<file path="config.mk">
export PLATFORM = sky130hd
export DESIGN_NAME = nfu_tile_sequencer
export DESIGN_NICKNAME = d
export VERILOG_FILES = /design/src/rtl/nfu_ctrl_pkg.sv /design/src/rtl/nfu_tile_timer.sv /design/src/rtl/nfu_tile_sequencer.sv
export SDC_FILE = /design/constraint.sdc
export NUM_CORES = 1
export LEC_CHECK = 0
export CAP_MARGIN = 20
export CORE_ASPECT_RATIO = 2
export CORE_UTILIZATION = 45
export CTS_CLUSTER_DIAMETER = 80
export DETAILED_ROUTE_END_ITERATION = 7
export HOLD_SLACK_MARGIN = 0.05
export PLACE_DENSITY = 0.77
export SETUP_SLACK_MARGIN = 0.15
export SKIP_CTS_REPAIR_TIMING = 1
export SLEW_MARGIN = 5
export SYNTH_ARGS = -nofsm -noshare
export SYNTH_HDL_FRONTEND = slang
export SYNTH_SLANG_ARGS = --single-unit
</file>
<file path="constraint.sdc">
create_clock -name clk -period 11.6 [get_ports clk]
set_input_delay 2.9 -clock clk [delete_from_list [all_inputs] [get_ports clk]]
set_output_delay 2.9 -clock clk [all_outputs]
set_load 0.01 [all_outputs]
</file>
<file path="src/rtl/nfu_ctrl_pkg.sv">
// Shared control definitions for the NFU pipeline sequencers: state encoding and
// the default event offsets derived from the pipeline stage latencies.
package nfu_ctrl_pkg;

    typedef enum logic [1:0] {
        ST_IDLE = 2'd0,
        ST_COEF = 2'd1,
        ST_RUN  = 2'd2,
        ST_DONE = 2'd3
    } state_t;

    localparam int STG_NBIN = 1;
    localparam int STG_NFU1 = 3;
    localparam int STG_PIPE = 1;
    localparam int STG_NFU2 = 2;
    localparam int STG_NFU3 = 3;

    // The accumulator seed must meet the first product as it enters NFU-2.
    localparam int DEF_LOAD_OFS    = STG_NBIN + STG_NFU1 + STG_PIPE + STG_NFU2;
    localparam int DEF_WR_OFS_NFU2 = DEF_LOAD_OFS + STG_NFU3;
    localparam int DEF_WR_OFS_NFU3 = DEF_WR_OFS_NFU2 + STG_NFU3;

endpackage

</file>
<file path="src/rtl/nfu_tile_timer.sv">
// Tile cycle counter with the event comparators, evaluated on the next count value
// so the owning FSM can register the strobes aligned with the counter.
module nfu_tile_timer
    import nfu_ctrl_pkg::*;
#(
    parameter int CNT_W       = 10,
    parameter int LOAD_OFS    = DEF_LOAD_OFS,
    parameter int WR_OFS_NFU2 = DEF_WR_OFS_NFU2,
    parameter int WR_OFS_NFU3 = DEF_WR_OFS_NFU3
) (
    input  logic             clk,
    input  logic             rst_n,
    input  logic             i_clr,
    input  logic             i_adv,
    input  logic [CNT_W-1:0] i_k,
    input  logic             i_final,
    output logic [CNT_W-1:0] o_t_nx,
    output logic             o_issue_nx,
    output logic             o_nbout_rd_nx,
    output logic             o_load_nx,
    output logic             o_wr_nx
);

    localparam logic [CNT_W-1:0] C_NBRD = CNT_W'(LOAD_OFS - 1);
    localparam logic [CNT_W-1:0] C_LOAD = CNT_W'(LOAD_OFS);
    localparam logic [CNT_W-1:0] C_WR2  = CNT_W'(WR_OFS_NFU2);
    localparam logic [CNT_W-1:0] C_WR3  = CNT_W'(WR_OFS_NFU3);

    logic [CNT_W-1:0] r_t;
    logic [CNT_W-1:0] w_t_nx;
    logic [CNT_W-1:0] w_wr_at;

    always_comb begin
        w_t_nx  = i_clr ? '0 : r_t + CNT_W'(1);
        w_wr_at = i_k - CNT_W'(1) + (i_final ? C_WR3 : C_WR2);
    end

    always_ff @(posedge clk or negedge rst_n) begin
        if (!rst_n) begin
            r_t <= '0;
        end else if (i_clr) begin
            r_t <= '0;
        end else if (i_adv) begin
            r_t <= r_t + CNT_W'(1);
        end
    end

    assign o_t_nx        = w_t_nx;
    assign o_issue_nx    = (w_t_nx < i_k);
    assign o_nbout_rd_nx = (w_t_nx == C_NBRD);
    assign o_load_nx     = (w_t_nx == C_LOAD);
    assign o_wr_nx       = (w_t_nx == w_wr_at);

endmodule

</file>
<file path="src/rtl/nfu_tile_sequencer.sv">
// Control FSM for one NFU output tile: back-to-back NBin/SB reads, NBout seed and
// write-back timing, plus the sigmoid coefficient load path into NFU-3.
module nfu_tile_sequencer
    import nfu_ctrl_pkg::*;
#(
    parameter int CNT_W       = 10,
    parameter int LOAD_OFS    = DEF_LOAD_OFS,
    parameter int WR_OFS_NFU2 = DEF_WR_OFS_NFU2,
    parameter int WR_OFS_NFU3 = DEF_WR_OFS_NFU3,
    parameter int SIG_ENTRIES = 16,
    parameter int COEF_W      = 32
) (
    input  logic              clk,
    input  logic              rst_n,
    input  logic              i_start,
    input  logic [CNT_W-1:0]  i_num_blocks,
    input  logic              i_final,
    input  logic              i_buf_ready,
    input  logic              i_coef_start,
    input  logic              i_coef_valid,
    input  logic [COEF_W-1:0] i_coef_data,
    output logic              o_coef_ready,
    output logic [COEF_W-1:0] o_sigmoid_coef,
    output logic              o_load_sigmoid_coef,
    output logic              o_rd_en,
    output logic [CNT_W-1:0]  o_rd_idx,
    output logic              o_nbout_rd_en,
    output logic              o_load_nbout,
    output logic              o_nbout_nfu2_nfu3,
    output logic              o_nbout_wr_en,
    output logic              o_busy,
    output logic              o_done,
    output logic              o_err
);

    localparam int               CC_W   = $clog2(SIG_ENTRIES + 1);
    localparam logic [CC_W-1:0]  C_LAST = CC_W'(SIG_ENTRIES - 1);

    state_t            r_state;
    logic [CNT_W-1:0]  r_k;
    logic              r_final;
    logic [CC_W-1:0]   r_coef_cnt;
    logic              r_coef_ready;
    logic              r_rd_en;
    logic [CNT_W-1:0]  r_rd_idx;
    logic              r_nbout_rd_en;
    logic              r_load_nbout;
    logic              r_sel_nfu2;
    logic              r_wr_en;
    logic              r_busy;
    logic              r_done;
    logic              r_err;

    logic              w_idle;
    logic              w_start_ok;
    logic [CNT_W-1:0]  w_k;
    logic              w_final;
    logic [CNT_W-1:0]  w_t_nx;
    logic              w_issue_nx;
    logic              w_nbrd_nx;
    logic              w_load_nx;
    logic              w_wr_nx;
    logic              w_coef_beat;

    // While idle the timer sees the live request so the t=0 strobes register on the start edge.
    assign w_idle      = (r_state == ST_IDLE);
    assign w_start_ok  = w_idle && i_start && i_buf_ready && (i_num_blocks != '0) && !i_coef_start;
    assign w_k         = w_idle ? i_num_blocks : r_k;
    assign w_final     = w_idle ? i_final : r_final;
    assign w_coef_beat = (r_state == ST_COEF) && i_coef_valid;

    nfu_tile_timer #(
        .CNT_W       (CNT_W),
        .LOAD_OFS    (LOAD_OFS),
        .WR_OFS_NFU2 (WR_OFS_NFU2),
        .WR_OFS_NFU3 (WR_OFS_NFU3)
    ) u_timer (
        .clk           (clk),
        .rst_n         (rst_n),
        .i_clr         (w_start_ok),
        .i_adv         (r_state == ST_RUN),
        .i_k           (w_k),
        .i_final       (w_final),
        .o_t_nx        (w_t_nx),
        .o_issue_nx    (w_issue_nx),
        .o_nbout_rd_nx (w_nbrd_nx),
        .o_load_nx     (w_load_nx),
        .o_wr_nx       (w_wr_nx)
    );

    always_ff @(posedge clk or negedge rst_n) begin
        if (!rst_n) begin
            r_state       <= ST_IDLE;
            r_k           <= '0;
            r_final       <= 1'b0;
            r_coef_cnt    <= '0;
            r_coef_ready  <= 1'b0;
            r_rd_en       <= 1'b0;
            r_rd_idx      <= '0;
            r_nbout_rd_en <= 1'b0;
            r_load_nbout  <= 1'b0;
            r_sel_nfu2    <= 1'b1;
            r_wr_en       <= 1'b0;
            r_busy        <= 1'b0;
            r_done        <= 1'b0;
            r_err         <= 1'b0;
        end else begin
            r_rd_en       <= 1'b0;
            r_rd_idx      <= '0;
            r_nbout_rd_en <= 1'b0;
            r_load_nbout  <= 1'b0;
            r_wr_en       <= 1'b0;
            r_done        <= 1'b0;
            r_err         <= 1'b0;
            case (r_state)
                ST_IDLE: begin
                    if (i_coef_start) begin
                        r_state      <= ST_COEF;
                        r_coef_cnt   <= '0;
                        r_coef_ready <= 1'b1;
                        r_busy       <= 1'b1;
                    end else if (i_start && (i_num_blocks == '0)) begin
                        r_err <= 1'b1;
                    end else if (w_start_ok) begin
                        r_state       <= ST_RUN;
                        r_k           <= i_num_blocks;
                        r_final       <= i_final;
                        r_busy        <= 1'b1;
                        r_sel_nfu2    <= !i_final;
                        r_rd_en       <= w_issue_nx;
                        r_rd_idx      <= w_issue_nx ? w_t_nx : '0;
                        r_nbout_rd_en <= w_nbrd_nx;
                        r_load_nbout  <= w_load_nx;
                        r_wr_en       <= w_wr_nx;
                    end
                end
                ST_COEF: begin
                    if (i_coef_valid) begin
                        if (r_coef_cnt == C_LAST) begin
                            r_state      <= ST_IDLE;
                            r_coef_cnt   <= '0;
                            r_coef_ready <= 1'b0;
                            r_busy       <= 1'b0;
                        end else begin
                            r_coef_cnt <= r_coef_cnt + CC_W'(1);
                        end
                    end
                end
                ST_RUN: begin
                    if (r_wr_en) begin
                        r_state    <= ST_DONE;
                        r_done     <= 1'b1;
                        r_sel_nfu2 <= 1'b1;
                    end else begin
                        r_rd_en       <= w_issue_nx;
                        r_rd_idx      <= w_issue_nx ? w_t_nx : '0;
                        r_nbout_rd_en <= w_nbrd_nx;
                        r_load_nbout  <= w_load_nx;
                        r_wr_en       <= w_wr_nx;
                    end
                end
                ST_DONE: begin
                    r_state <= ST_IDLE;
                    r_busy  <= 1'b0;
                end
            endcase
        end
    end

    always_comb begin
        o_load_sigmoid_coef = w_coef_beat;
        o_sigmoid_coef      = w_coef_beat ? i_coef_data : '0;
    end

    assign o_coef_ready      = r_coef_ready;
    assign o_rd_en           = r_rd_en;
    assign o_rd_idx          = r_rd_idx;
    assign o_nbout_rd_en     = r_nbout_rd_en;
    assign o_load_nbout      = r_load_nbout;
    assign o_nbout_nfu2_nfu3 = r_sel_nfu2;
    assign o_nbout_wr_en     = r_wr_en;
    assign o_busy            = r_busy;
    assign o_done            = r_done;
    assign o_err             = r_err;

endmodule

</file>
Yosys cells after proc, flatten, opt, wreduce, memory -nomap -nowiden
Cells that the tools add are included.
{"block": "classes", "addsub": 4, "magnitude_cmp": 1, "n_eq_ne": 16, "mux": 62, "bitwise_logic": 2, "reduce_logical": 21}
{"operator": "$mux W10", "count": 9}
{"operator": "$mux W1", "count": 32}
{"operator": "$mux W32", "count": 1}
{"operator": "$eq A10 B3 Y1 const B", "count": 2}
{"operator": "$pmux W10 S2", "count": 1}
{"operator": "$mux W5", "count": 3}
{"operator": "$reduce_and A5 Y1", "count": 3}
{"operator": "$mux W2", "count": 6}
{"operator": "$pmux W1 S2", "count": 6}
{"operator": "$add A10 B1 Y10 const B", "count": 1}
{"operator": "$add A10 B10 Y10", "count": 1}
{"operator": "$eq A10 B10 Y1", "count": 1}
{"operator": "$logic_not A10 Y1", "count": 1}
{"operator": "$lt A10 B10 Y1", "count": 1}
{"operator": "$ne A2 B2 Y1 const B", "count": 5}
{"operator": "$pmux W5 S2", "count": 1}
{"operator": "$reduce_bool A10 Y1", "count": 1}
{"operator": "$sub A10 B1 Y10 const B", "count": 1}
{"operator": "$pmux W2 S4", "count": 1}
{"operator": "$reduce_and A4 Y1", "count": 2}
{"operator": "$logic_and A1 B1 Y1", "count": 6}
{"operator": "$reduce_bool A2 Y1", "count": 3}
{"operator": "$add A5 B1 Y5 const B", "count": 1}
{"operator": "$eq A5 B4 Y1 const B", "count": 1}
{"operator": "12 further kinds", "count": 16}
{"block": "totals", "register_bits": 47, "out_inout_bits": 52, "elab_cells": 121}

Logic depth before layout (Yosys ltp)
Gate-level depths: netlist of the first run.
{"block": "logic_depth", "word_depth": 12, "mapped_depth": 17}

Cells and area by module
A second synthesis of the first run with hierarchy kept.
{"block": "hier_totals", "hier_cells": 358, "area_unflattened_um2": 3273.1}
{"module": "nfu_tile_sequencer", "instances": 1, "cells_per_inst": 187, "area_per_inst_um2": 1944.4}
{"module": "nfu_tile_timer", "instances": 1, "cells_per_inst": 171, "area_per_inst_um2": 1328.8}

Least setup slack after synthesis of the first run
Ideal clock, no wire load.
{"block": "synth_timing", "path_kind": "input to output", "startpoint": "input port i_coef_valid", "endpoint": "output port o_sigmoid_coef[10]", "t_arrival_ns": 3.555, "t_required_ns": 8.700, "path_slack_ns": 5.145, "stages": 3, "path_buffers": 2, "cell_sequence": "clkbuf_1 clkbuf_1 and3_1"}
{"block": "synth_via", "elab_chain_len": 2}
{"element": "start, declared", "line": "nfu_tile_sequencer.sv:20", "rtl": "input logic i_coef_valid,"}
{"element": "$logic_and A1 B1 Y1", "line": "nfu_tile_sequencer.sv:70", "rtl": "assign w_coef_beat = (r_state == ST_COEF) && i_coef_valid;"}
{"element": "$mux W32", "line": "nfu_tile_sequencer.sv:172", "rtl": "o_sigmoid_coef = w_coef_beat ? i_coef_data : '0;"}
{"element": "end, declared", "line": "nfu_tile_sequencer.sv:23", "rtl": "output logic [COEF_W-1:0] o_sigmoid_coef,"}
Every way passes these cells.

Worst setup path after layout of the first run
{"block": "layout_timing", "startpoint": "input port i_coef_valid", "endpoint": "output port o_sigmoid_coef[16]"}
The elaborated chain is that of the path after synthesis.

==> impl_metrics.tcl, run 1 <==
set metrics [dict create \
    outcome "complete, no violations" \
    area_growth_pct 38.3 \
    register_area_um2 1180 \
    gpl.final_weighted_congestion 0.956 \
    grt_overflow_total 0 \
    timing.critical_path.from_type "input port" \
    drv_slew 0 \
    proportion_of_total_power_due_to_net_switching 0.418 \
    p_int_w 0.000530 \
    setup.worst_path.class "in -> out" \
    fin_setup_tns_ns 0 \
    die_height_um 121 \
    multi_input_area_um2 1850 \
    cts_root_buf "sky130_fd_sc_hd__clkbuf_16" \
    net_count_of_the_mapped_netlist 418 \
    grt_max_degree 48 \
    htree_num_levels 2 \
    crit_path_max_fo 37 \
    firstDrtPassIters 4 \
    antennaDiodeCount 0 \
    detail-route-antenna-nets 0 \
    synth-edff-count 0 \
    route.detailed.vias_per_inst 5.53 \
    placement_rows 43 \
    nets 510 \
    power_frac_comb 0.551 \
    layout.filler_cells 642 \
    critical_path_arrival_ns 4.82 \
    average_size_of_a_mapped_cell_um2 9.00 \
    count_of_buffers_from_port_buffering 100 \
    p_switching_w 0.000381 \
    first_pass_grt_wire_length_um 14700 \
    async_reset_ff_frac 1.00 \
    timing.critical_path.to_type "primary output" \
    cts_tree "yes" \
    core_area_um2 6890 \
    setup-violations-final 0 \
    peakVddDrop_v 0.0000880 \
    cts_num_sinks 47 \
    synth_seq_cells 47 \
    main_synth_ff_type "sky130_fd_sc_hd__dfrtp_1" \
    grt.total_usage 0.270 \
    power_frac_clock 0.180 \
    max_freq_mhz 130 \
    power.static_leakage_nw 1.96 \
    io-pin-count 101 \
    final_period_minus_worst_setup_slack_ns 7.72 \
    dp_hpwl_um 7050 \
    fp.dieArea_um2 7400 \
    final_routed_wire_length_divided_by_cell_count_um 16.7 \
    synthesis.area_um2 3170 \
    total_number_of_vias 2959 \
    antenna_found_initial 0 \
    insertion_delay_ns 0.30 \
    worst_hold_check_path_type "reg -> reg" \
    clk_transition_reported_paths_ns 0.06 \
    power_per_cell_area_nw_per_um2 208 \
    synth.lib_cells_used.distinct 52 \
    max_slew.worst_pin.slew_ns 0.887 \
    cts_made_buffers 5 \
    ys.warnings.count 0 \
    timing.final.hold_violations 0 \
    syn_inst 352 \
    drt_drc_violations_left 0 \
    finalHoldWorstSlack_ns 0.478 \
    max_slew_margin 0.407 \
    clock-skew-final_ns 0.0108 \
    layout_commonest_cell "sky130_fd_sc_hd__clkdlybuf4s50_1" \
    most-common-layout-cells "sky130_fd_sc_hd__clkdlybuf4s50_1, sky130_fd_sc_hd__nand2_1, sky130_fd_sc_hd__dfrtp_1" \
    worst-endpoint-required_ns 8.70 \
    first_global_vias 3132 \
    power.sequential.fraction 0.269 \
    cts_buffer_depth 2 \
    timing.final.crit_share 0.666 \
    max_cap_violations 0 \
    first_iter_violations 104 \
    die_width_um 61.3 \
    rsz0062_at_grt "false" \
    reg2reg_slack_ns 7.07 \
    sequential_area_share_after_synthesis 0.371 \
    drive_gt1_frac 0.0652 \
    starting_density 0.460 \
    routed_wl_um 8950 \
]
## area by class of cell
class	count	area share
repair buffers	102	0.234
clock buffers	6	0.0294
well taps	90	0.0257
clock inverters	2	0.00857
multi-input cells	274	0.422
flip-flops and latches	47	0.269
inverters	14	0.0120
## cell usage after synthesis (2+ instances only)
library cell | count | area share
sky130_fd_sc_hd__a21o_1 | 2 | 0.0047
sky130_fd_sc_hd__and4_1 | 2 | 0.0055
sky130_fd_sc_hd__clkbuf_1 | 13 | 0.015
sky130_fd_sc_hd__o21a_1 | 2 | 0.0047
sky130_fd_sc_hd__and2_1 | 3 | 0.0059
sky130_fd_sc_hd__buf_6 | 3 | 0.011
sky130_fd_sc_hd__nand3_1 | 12 | 0.019
sky130_fd_sc_hd__nor3_1 | 11 | 0.017
sky130_fd_sc_hd__nand2_1 | 51 | 0.060
sky130_fd_sc_hd__mux2i_1 | 12 | 0.038
sky130_fd_sc_hd__a22o_1 | 3 | 0.0083
sky130_fd_sc_hd__a2111oi_2 | 2 | 0.0095
sky130_fd_sc_hd__xnor2_1 | 16 | 0.044
sky130_fd_sc_hd__inv_1 | 14 | 0.017
sky130_fd_sc_hd__or2_2 | 2 | 0.0039
sky130_fd_sc_hd__xor2_1 | 13 | 0.036
sky130_fd_sc_hd__dfrtp_1 | 46 | 0.36
sky130_fd_sc_hd__a21oi_1 | 17 | 0.027
sky130_fd_sc_hd__o2111ai_1 | 2 | 0.0055
sky130_fd_sc_hd__ha_1 | 16 | 0.063
sky130_fd_sc_hd__nand3_2 | 2 | 0.0063
sky130_fd_sc_hd__o21ai_0 | 11 | 0.017
sky130_fd_sc_hd__mux2_2 | 3 | 0.011
sky130_fd_sc_hd__nor4_1 | 3 | 0.0059
sky130_fd_sc_hd__nand4_1 | 3 | 0.0059
sky130_fd_sc_hd__nor2b_1 | 6 | 0.012
sky130_fd_sc_hd__nor2_1 | 23 | 0.027
sky130_fd_sc_hd__nor2_8 | 2 | 0.013
sky130_fd_sc_hd__and3_1 | 33 | 0.065
sky130_fd_sc_hd__or3_1 | 2 | 0.0039
## metal layers
| layer | global-route usage | vias up | share of wire |
|---|---|---|---|
| met5 | 0 | - | 0 |
| met1 | 0.277 | 1389 | 0.33 |
| met3 | 0.0481 | 24 | 0.059 |
| li1 | - | 1402 | - |
| met2 | 0.482 | 144 | 0.56 |
| met4 | 0.158 | 0 | 0.050 |
## worst max-delay path: stages
cell and delay (ns):
sky130_fd_sc_hd__clkdlybuf4s50_1 1.05, sky130_fd_sc_hd__and3_1 0.28, sky130_fd_sc_hd__clkdlybuf4s50_1 0.58
## final timing paths
kind | endpoint | depth (start not counted) | from
setup / recovery | o_sigmoid_coef[16] | 3 | i_coef_valid
max in group asynchronous | o_nbout_nfu2_nfu3 | 2 | rst_n
hold / removal | r_k[3] | 2 | r_k[3]
hold reg to reg | r_k[3] | 2 | r_k[3]
setup reg to reg | o_nbout_wr_en | 15 | r_state[1]
min in group asynchronous | o_rd_idx[2] | 1 | rst_n
## power groups by stage
stage | clock (W) | combinational, W | sequential (W)
after floorplan | 0 | 0.000359 | 0.000230
after global placement | 0 | 0.000490 | 0.000244
after detailed placement | 0 | 0.000499 | 0.000247
after CTS | 0.000165 | 0.000503 | 0.000244
after global routing | 0.000173 | 0.000560 | 0.000251
final | 0.000164 | 0.000502 | 0.000245
## registers in the layout, indices dropped and copies added (netlist names), 2 cells and up
name         flops
r_k             10
o_rd_idx        10
u_timer.r_t     10
r_state          2
r_coef_cnt       5
## cells by family after synthesis
kind of cell,after synthesis,share of synthesized area
AOI/OAI and AO/OA,45,0.0932
xor gates and xnor gates,30,0.0853
adders and majority gates,18,0.0726
buffers and inverters,31,0.0450
DFF,47,0.371
muxes,16,0.0529
and+or+nand+nor,165,0.280
## stage by stage
step           worst slack, ns  area, um2  total power (W)  utilization  cells
2_1_floorplan             5.14       3170         0.000589            -    352
3_3_place_gp              3.85       4200         0.000734        0.609    526
3_5_place_dp              3.86       4200         0.000746        0.609    526
4_1_cts                   3.86       4360         0.000912        0.633    534
5_1_grt                   3.72       4380         0.000984        0.636    535
6_report                  3.88       4380         0.000911        0.636    535
Note: power is estimated with default switching activity, not from simulation.
==> run 2: changes to the inputs <==
CORE_UTILIZATION = 42   (was 45)
PLACE_DENSITY = 0.76   (was 0.77)
clock period = 7.1 ns   (was 11.6 ns; I/O delays follow)
==> run 2 against run 1 <==
Clock skew decreased by 0.0035 ns. First-iteration DRC count shrank 11%. Worst setup slack worse by 2.2 ns. Clock power grew 70%. Design area increased by 0.26%. Sequential power increased by 64%. Global-route usage shrank 2.1 points. Routed wire length up 2.6%.
==> impl_metrics.tcl, run 2 (synthesis results as in run 1) <==
set metrics [dict create \
    outcome "complete, no violations" \
    max_cap_violations 0 \
    final_routed_wire_length_divided_by_cell_count_um 17.1 \
    clock-skew-final_ns 0.00735 \
    drt_drc_violations_left 0 \
    crit_path_max_fo 37 \
    grt_max_degree 48 \
    gpl.final_weighted_congestion 0.954 \
    drv_slew 0 \
    total_number_of_vias 2957 \
    worst-endpoint-required_ns 5.33 \
    antenna_found_initial 1 \
    cts_tree "yes" \
    placement_rows 44 \
    area_growth_pct 38.6 \
    count_of_buffers_from_port_buffering 100 \
    timing.final.hold_violations 0 \
    detail-route-antenna-nets 0 \
    worst_hold_check_path_type "reg -> reg" \
    cts_root_buf "sky130_fd_sc_hd__clkbuf_16" \
    grt.total_usage 0.249 \
    setup-violations-final 0 \
    max_freq_mhz 183 \
    starting_density 0.436 \
    io-pin-count 101 \
    numPlacedInstances 528 \
    die_width_um 63.4 \
    clk_transition_reported_paths_ns 0.07 \
    layout_commonest_cell "sky130_fd_sc_hd__clkdlybuf4s50_1" \
    max_slew.worst_pin.slew_ns 0.905 \
    critical_path.max_stage_delay_ns 1.07 \
    power.static_leakage_nw 1.96 \
    crit_buf_inv 2 \
    peakVddDrop_v 0.000176 \
    die_height_um 125 \
    timing.critical_path.from_type "input port" \
    htree_num_levels 2 \
    routed_wl_um 9180 \
    setup.worst_path.class "in -> out" \
    first_iter_violations 93 \
    firstDrtPassIters 4 \
    rsz0062_at_grt "false" \
    layout.filler_cells 656 \
    max_slew_margin 0.395 \
    fin_cells 538 \
    cpLargestDelayFamily "buffers and inverters" \
    route.detailed.vias_per_inst 5.50 \
    nets 510 \
    timing.critical_path.to_type "primary output" \
    fin_setup_tns_ns 0 \
    critical_path.cell_chain "clkdlybuf4s50_1, and3_1, clkdlybuf4s50_1" \
    cts_buffer_depth 2 \
    power_per_cell_area_nw_per_um2 344 \
    most-common-layout-cells "sky130_fd_sc_hd__clkdlybuf4s50_1, sky130_fd_sc_hd__nand2_1, sky130_fd_sc_hd__dfrtp_1" \
    insertion_delay_ns 0.30 \
    cts_made_buffers 5 \
    cts_num_sinks 47 \
    worst_path_most_repeated_cell "sky130_fd_sc_hd__clkdlybuf4s50_1" \
    grt_overflow_total 0 \
    fp.dieArea_um2 7920 \
    first_global_vias 3223 \
    final_period_minus_worst_setup_slack_ns 5.46 \
    first_pass_grt_wire_length_um 15100 \
    dp_hpwl_um 7210 \
    drive_gt1_frac 0.0674 \
    critical_path_arrival_ns 3.68 \
    timing.final.crit_share 0.769 \
    crit_slowest_cell "sky130_fd_sc_hd__clkdlybuf4s50_1" \
    core_area_um2 7270 \
]
==> run 2: area by class of cell <==
type / instances / area, um2 / share of cell area
Antenna cell: 1 / 2.50 / 0.000570
Clock buffer: 5 / 125 / 0.0285
Clock inverter: 3 / 47.5 / 0.0108
Inverter: 14 / 52.6 / 0.0120
Multi-Input combinational cell: 274 / 1850 / 0.421
Sequential cell: 47 / 1180 / 0.268
Tap cell: 92 / 115 / 0.0262
Timing Repair Buffer: 102 / 1020 / 0.233
==> run 2: worst reg2reg max path: stages (launching register included) <==
cell	delay (ns)
sky130_fd_sc_hd__dfrtp_1	0.56
sky130_fd_sc_hd__nor2_8	0.40
sky130_fd_sc_hd__mux2i_1	0.38
sky130_fd_sc_hd__inv_1	0.08
sky130_fd_sc_hd__ha_1	0.28
sky130_fd_sc_hd__inv_1	0.06
sky130_fd_sc_hd__ha_1	0.15
sky130_fd_sc_hd__inv_1	0.05
sky130_fd_sc_hd__fa_1	0.40
sky130_fd_sc_hd__nor2b_1	0.17
sky130_fd_sc_hd__or2_2	0.14
sky130_fd_sc_hd__nand3b_1	0.08
sky130_fd_sc_hd__xor2_1	0.16
sky130_fd_sc_hd__xnor2_1	0.13
sky130_fd_sc_hd__or4_1	0.54
sky130_fd_sc_hd__a2111oi_2	0.38
==> run 2: stage by stage <==
stage / utilization / hold slack (ns) / setup WS [ns] / cell area, um2 / total power [W]
floorplan: - / 0.445 / 2.60 / 3170 / 0.000963
detailed placement: 0.578 / 0.462 / 1.63 / 4200 / 0.00122
global placement: 0.578 / 0.457 / 1.64 / 4200 / 0.00119
CTS: 0.601 / 0.479 / 1.62 / 4370 / 0.00151
finish: 0.605 / 0.478 / 1.64 / 4390 / 0.00151
global route: 0.605 / 0.504 / 1.48 / 4390 / 0.00162
==> run 2: power by group <==
group / internal, W / total, W / switching [W]
sequential: 0.000325 / 0.000401 / 0.0000764
combinational: 0.000374 / 0.000831 / 0.000457
clock: 0.000168 / 0.000279 / 0.000111
total: 0.000867 / 0.00151 / 0.000644
==> run 2: worst paths after layout <==
kind | slack, ns | to | start | depth (start not counted)
min | 0.48 | r_k[9] | r_k[9] | 2
max | 1.64 | o_sigmoid_coef[30] | i_coef_valid | 3
min in group asynchronous | 1.31 | u_timer.r_t[3] | rst_n | 1
max reg2reg | 3.01 | o_nbout_wr_en | r_state[1] | 15
max in group asynchronous | 5.25 | o_nbout_nfu2_nfu3 | rst_n | 2
min reg2reg | 0.48 | r_k[9] | r_k[9] | 2
==> run 2: metal layers <==
layer  wire length (um)  up-vias  global-route usage
met4                523        0               0.171
met5                  0        -                   0
met3                452       31              0.0394
met2               5150      127               0.477
li1                   -     1401                   -
met1               3060     1398               0.226
